`config.mk`:
```
export PLATFORM = sky130hd
export DESIGN_NAME = r4_sdf_input_gather
export DESIGN_NICKNAME = d
export VERILOG_FILES = /design/src/rtl/r4_sdf_input_gather_pkg.sv /design/src/rtl/r4_sdf_bank_ram.sv /design/src/rtl/r4_sdf_input_gather.sv
export SDC_FILE = /design/constraint.sdc
export NUM_CORES = 2
export LEC_CHECK = 0
export CAP_MARGIN = 20
export CORE_UTILIZATION = 61
export DETAILED_ROUTE_END_ITERATION = 8
export HOLD_SLACK_MARGIN = 0.12
export PLACE_DENSITY = 0.79
export SKIP_LAST_GASP = 1
export SLEW_MARGIN = 20
export SYNTH_ARGS = -nofsm -noshare
export SYNTH_HDL_FRONTEND = slang
export SYNTH_SLANG_ARGS = --single-unit
```
`constraint.sdc`:
```
create_clock -name clock -period 7.5 [get_ports clock]
set_clock_uncertainty 0.1 [all_clocks]
set_input_delay 0.75 -clock clock [delete_from_list [all_inputs] [get_ports clock]]
set_output_delay 0.75 -clock clock [all_outputs]
set_load 0.05 [all_outputs]
```
`src/rtl/r4_sdf_input_gather_pkg.sv`:
```
// Shared radix-4 SDF FFT definitions: complex sample type and constant helpers.
package r4_sdf_input_gather_pkg;

    localparam int unsigned FFT_WIDTH = 32;

    typedef struct packed {
        logic signed [FFT_WIDTH-1:0] re;
        logic signed [FFT_WIDTH-1:0] im;
    } cplx_t;

    // Ceiling log2, usable in constant expressions.
    function automatic int unsigned clog2(input int unsigned v);
        int unsigned r;
        int unsigned x;
        r = 0;
        x = (v > 0) ? v - 1 : 0;
        while (x > 0) begin
            r = r + 1;
            x = x >> 1;
        end
        return r;
    endfunction

endpackage

```
`src/rtl/r4_sdf_bank_ram.sv`:
```
// Simple dual-port memory: one synchronous write port, one asynchronous read port.
module r4_sdf_bank_ram
    import r4_sdf_input_gather_pkg::*;
#(
    parameter int unsigned DEPTH = 16,
    parameter int unsigned ADDRW = 4,
    parameter int unsigned DATAW = 2 * FFT_WIDTH
) (
    input  logic             clock,
    input  logic             wr_en_i,
    input  logic [ADDRW-1:0] wr_addr_i,
    input  logic [DATAW-1:0] wr_data_i,
    input  logic [ADDRW-1:0] rd_addr_i,
    output logic [DATAW-1:0] rd_data_c
);

    logic [DATAW-1:0] mem_q [DEPTH];

    // No reset on the array so it maps onto distributed/block RAM.
    always_ff @(posedge clock) begin
        if (wr_en_i) begin
            mem_q[wr_addr_i] <= wr_data_i;
        end
    end

    assign rd_data_c = mem_q[rd_addr_i];

endmodule

```
`src/rtl/r4_sdf_input_gather.sv`:
```
// Gathers x[n], x[n+D], x[n+2D], x[n+3D] from a serial stream for the radix-4 butterfly.
module r4_sdf_input_gather
    import r4_sdf_input_gather_pkg::*;
#(
    parameter int unsigned WIDTH = FFT_WIDTH,
    parameter int unsigned DELAY = 16
) (
    input  logic                          clock,
    input  logic                          reset,
    input  logic                          in_valid,
    input  logic                          in_sof,
    input  logic signed [WIDTH-1:0]       in_r,
    input  logic signed [WIDTH-1:0]       in_i,
    output logic                          start,
    output logic signed [WIDTH-1:0]       ar,
    output logic signed [WIDTH-1:0]       ai,
    output logic signed [WIDTH-1:0]       br,
    output logic signed [WIDTH-1:0]       bi,
    output logic signed [WIDTH-1:0]       cr,
    output logic signed [WIDTH-1:0]       ci,
    output logic signed [WIDTH-1:0]       dr,
    output logic signed [WIDTH-1:0]       di,
    output logic [clog2(DELAY)-1:0]       tw_idx,
    output logic                          grp_last,
    output logic                          sof_err
);

    localparam int unsigned IDXW  = clog2(DELAY);
    localparam int unsigned CNTW  = IDXW + 2;
    localparam int unsigned WORDW = 2 * WIDTH;

    logic [CNTW-1:0]  cnt_q, cnt_d, cnt_eff;
    logic [1:0]       quarter;
    logic [IDXW-1:0]  idx;
    logic [WORDW-1:0] sample;
    logic             out_fire;
    logic [WORDW-1:0] rd_data [3];

    logic             start_q, start_d;
    logic             grp_last_q, grp_last_d;
    logic             sof_err_q, sof_err_d;
    logic [IDXW-1:0]  tw_idx_q, tw_idx_d;
    logic [WORDW-1:0] a_q, a_d, b_q, b_d, c_q, c_d, d_q, d_d;

    // A start-of-frame sample is always position 0, whatever the counter held.
    assign cnt_eff  = in_sof ? '0 : cnt_q;
    assign quarter  = cnt_eff[CNTW-1 -: 2];
    assign idx      = cnt_eff[IDXW-1:0];
    assign sample   = {in_r, in_i};
    assign out_fire = in_valid && (quarter == 2'd3);

    for (genvar k = 0; k < 3; k++) begin : g_bank
        r4_sdf_bank_ram #(
            .DEPTH (DELAY),
            .ADDRW (IDXW),
            .DATAW (WORDW)
        ) u_bank (
            .clock     (clock),
            .wr_en_i   (in_valid && (quarter == 2'(k))),
            .wr_addr_i (idx),
            .wr_data_i (sample),
            .rd_addr_i (idx),
            .rd_data_c (rd_data[k])
        );
    end

    // Next-state for counter, error flag and output register.
    always_comb begin
        cnt_d      = cnt_q;
        sof_err_d  = sof_err_q;
        start_d    = out_fire;
        grp_last_d = out_fire && (idx == IDXW'(DELAY - 1));
        tw_idx_d   = tw_idx_q;
        a_d        = a_q;
        b_d        = b_q;
        c_d        = c_q;
        d_d        = d_q;
        if (in_valid) begin
            cnt_d = cnt_eff + CNTW'(1);
            if (in_sof && (cnt_q != '0)) begin
                sof_err_d = 1'b1;
            end
        end
        if (out_fire) begin
            tw_idx_d = idx;
            a_d      = rd_data[0];
            b_d      = rd_data[1];
            c_d      = rd_data[2];
            d_d      = sample;
        end
    end

    always_ff @(posedge clock) begin
        if (reset) begin
            cnt_q      <= '0;
            sof_err_q  <= 1'b0;
            start_q    <= 1'b0;
            grp_last_q <= 1'b0;
            tw_idx_q   <= '0;
            a_q        <= '0;
            b_q        <= '0;
            c_q        <= '0;
            d_q        <= '0;
        end else begin
            cnt_q      <= cnt_d;
            sof_err_q  <= sof_err_d;
            start_q    <= start_d;
            grp_last_q <= grp_last_d;
            tw_idx_q   <= tw_idx_d;
            a_q        <= a_d;
            b_q        <= b_d;
            c_q        <= c_d;
            d_q        <= d_d;
        end
    end

    assign start    = start_q;
    assign grp_last = grp_last_q;
    assign sof_err  = sof_err_q;
    assign tw_idx   = tw_idx_q;
    assign ar       = a_q[WORDW-1:WIDTH];
    assign ai       = a_q[WIDTH-1:0];
    assign br       = b_q[WORDW-1:WIDTH];
    assign bi       = b_q[WIDTH-1:0];
    assign cr       = c_q[WORDW-1:WIDTH];
    assign ci       = c_q[WIDTH-1:0];
    assign dr       = d_q[WORDW-1:WIDTH];
    assign di       = d_q[WIDTH-1:0];

endmodule
```
==> impl_metrics.py <==
metrics = {
    "run_status": {
        "status": "finished clean",
    },
    "critical_path": {
        "crit_start": "cnt_q[2]",
        "worstReg2RegStart": "cnt_q[2]",
        "path_class": "reg2reg",
        "r2r_end": "b_q[11]",
        "ff2ff_setup_slack_ns": 2.80,
        "reg2reg_depth": 5,
        "critPathCapture": "b_q[11]",
        "cp_data_required_time_ns": 8.18,
        "endpoint_kind": "flip-flop",
        "cp-start-kind": "flip-flop",
        "worst_ep_arrival_time_ns": 5.38,
        "crit_path_max_fanout": 57,
    },
    "timing": {
        "finalSetupViolCount": 0,
        "min_period_ns": 4.70,
        "fmax_mhz": 213,
        "finalCritPeriodShare": 0.627,
        "fin_tns_setup_ns": 0,
        "worst_slew_pin_slew_ns": 1.36,
        "rsz0062_at_grt": "no",
        "slew_viol_final": 0,
        "relSlewSlack": 0.0722,
        "hold_viol_final": 0,
    },
    "synthesis": {
        "syn_avg_cell_area_um2": 16.7,
        "yosys_warnings": 0,
        "yosysTopAreaCellShare": 0.728,
        "ys_types": 38,
        "synthArstFlopShare": 0,
        "ys_ff_latch": 3341,
        "synth_edf_count": 3072,
        "syn_inst": 7607,
        "ys_dominant_reg_cell": "edfxtp_1",
        "seq_area_frac_synth": 0.771,
        "syn-num-nets": 7675,
        "synthTopCellsByArea": "edfxtp_1, a211oi_1, mux2i_1",
        "netlist_area_um2": 127000,
        "synth_top_cell_by_area": "edfxtp_1",
    },
    "clock_network": {
        "cts_tree": "yes",
        "path_clk_slew_ns": 0.06,
        "cts-htree-levels": 5,
        "ctsHoldBuffers": 0,
        "cts_resized": 0,
        "clock-root-buffer": "clkbuf_16",
        "cts_made_buffers": 339,
        "post-cts-setup-buffer-count": 0,
        "cts_sinks": 3341,
        "clk_path_buf_depth": 4,
        "clock_latency_ns": 0.98,
    },
    "drt": {
        "finalWirelength_um": 374000,
        "via_per_inst": 7.33,
        "wl_per_cell_um": 34.6,
        "drc_errors": 0,
        "ant_nets": 0,
        "firstDrtPassIters": 8,
        "num_vias": 79000,
        "drt_first_iter_violations": 12900,
    },
    "layout": {
        "final_nets": 7893,
        "drive_gt1_frac": 0.101,
        "area_growth_pct": 13.4,
        "final_core_util": 0.699,
        "fill_cells": 12000,
    },
    "floorplanning": {
        "io_pins": 331,
        "initial_core_util": 0.617,
        "die_h_um": 458,
        "core-area_um2": 205000,
        "fp.dieW_um": 458,
        "num_rows": 166,
        "die-area_um2": 209000,
    },
    "pwr": {
        "power.leakage_nw": 44.0,
        "ir_drop_mv": 0.296,
        "power_density_nw_per_um2": 270,
    },
    "min_path": {
        "hold_path_class": "in2reg",
    },
    "global_route": {
        "grt_max_degree": 181,
        "met1_usage": 0.465,
        "grt_usage": 0.351,
        "gr-usage-met2": 0.543,
        "grt_pass1_vias": 77600,
        "grt_pass1_wl_um": 531000,
        "grt.met3_usage": 0.0873,
        "grt_overflow": 0,
        "grt_busiest_layer": "met2",
        "antenna_found_initial": 19,
    },
    "placed_design": {
        "gp_congestion": 0.832,
        "io_buffers": 330,
        "dpl.hpwl_um": 188000,
    },
    "job": {
        "drv_cap": 0,
    },
}
## logic make-up after synthesis
kind of cell | Yosys count | share of synthesized area
flops | 3341 | 0.771
compound gates | 2304 | 0.136
simple gates | 738 | 0.0247
buf+inv | 647 | 0.0228
mux | 577 | 0.0456
## final cells by class
| class | instances | area (um2) | share of cell area |
|---|---|---|---|
| antenna | 4 | 10.0 | 0.0000697 |
| clock buffer | 444 | 9380 | 0.0653 |
| clock inverter | 166 | 1640 | 0.0114 |
| inverter | 4 | 30.0 | 0.000209 |
| multi-input combinational | 3619 | 26600 | 0.185 |
| sequential | 3341 | 97600 | 0.680 |
| tap | 2688 | 3360 | 0.0234 |
| timing repair buffer | 520 | 4910 | 0.0342 |
## sequential cells by signal (all words and copies together) (netlist names)
| name | flops |
|---|---|
| g_bank.u_bank.mem_q | 3072 |
| cnt_q | 6 |
| a_q | 64 |
| b_q | 64 |
| grp_last | 1 |
| c_q | 64 |
| tw_idx | 4 |
| sof_err | 1 |
| start | 1 |
| d_q | 64 |
## worst min path at each step
stage	startpoint	end	slack (ns)	cells past startpoint
floorplan	cnt_q[4]	cnt_q[4]	0.39	2
global placement	d_q[5]	d_q[5]	0.34	2
detailed placement	d_q[27]	d_q[27]	0.35	2
CTS	reset	d_q[14]	0.13	2
global route	in_i[31]	g_bank[1].u_bank.mem_q[5][31]	0.13	1
finish	in_i[31]	g_bank[1].u_bank.mem_q[4][31]	0.13	1
## power by group
group          switching (mW)  total, mW  internal [mW]
combinational            1.18       1.61          0.427
sequential             0.0323       20.4           20.4
clock                    6.96       16.8           9.87
total                    8.18       38.8           30.7
## worst max-delay path, stage by stage, from the launching register on
cell and delay (ns):
dfxtp_1 0.73, or2_1 0.84, nand2b_4 0.87, buf_4 0.58, a2111oi_0 1.18, a211oi_1 0.19
## synthesized netlist by cell type (8+ instances only)
master,count
nor2b_1,114
nor2_1,255
a221oi_1,384
a21oi_1,292
a2111oi_0,82
nand2_1,341
clkbuf_1,368
dfxtp_1,269
buf_1,29
buf_2,198
mux2i_1,576
a211oi_1,876
a22oi_1,358
buf_4,40
o22ai_1,110
o221ai_1,192
nor3_1,8
edfxtp_1,3072
## layout by cell type, fill, tap and decap left out, drive strengths merged, types with 110 or more instances in the layout
cell type      synthesis  layout
nor2b                114     114
o22ai                110     110
nand2                341     341
nor2                 255     255
mux2i                576     576
a221oi               384     384
a211oi               876     876
a21oi                292     292
clkbuf               369     444
clkdlybuf4s50          0     264
buf                  274     255
clkinv                 1     120
o221ai               192     192
dfxtp                269     269
edfxtp              3072    3072
a22oi                358     358
## routing by layer
layer / vias to the layer above / share of wire
li1: 31800 / -
met1: 39100 / 0.34
met2: 6987 / 0.46
met3: 1137 / 0.15
met4: 6 / 0.058
met5: - / 0.000094
## stage by stage
| stage | area, um2 | cells | worst slack (ns) | power (mW) | hold WS (ns) |
|---|---|---|---|---|---|
| 3_3_place_gp | 132000 | 10200 | 2.43 | 22.3 | 0.343 |
| 5_1_grt | 144000 | 10800 | 2.73 | 39.6 | 0.129 |
| 6_report | 144000 | 10800 | 2.80 | 38.8 | 0.132 |
| 3_5_place_dp | 132000 | 10200 | 2.59 | 22.3 | 0.347 |
| 2_1_floorplan | 127000 | 7607 | 0.755 | 21.6 | 0.395 |
| 4_1_cts | 143000 | 10800 | 2.86 | 38.8 | 0.126 |
Note: power is estimated with default switching activity, not from simulation.
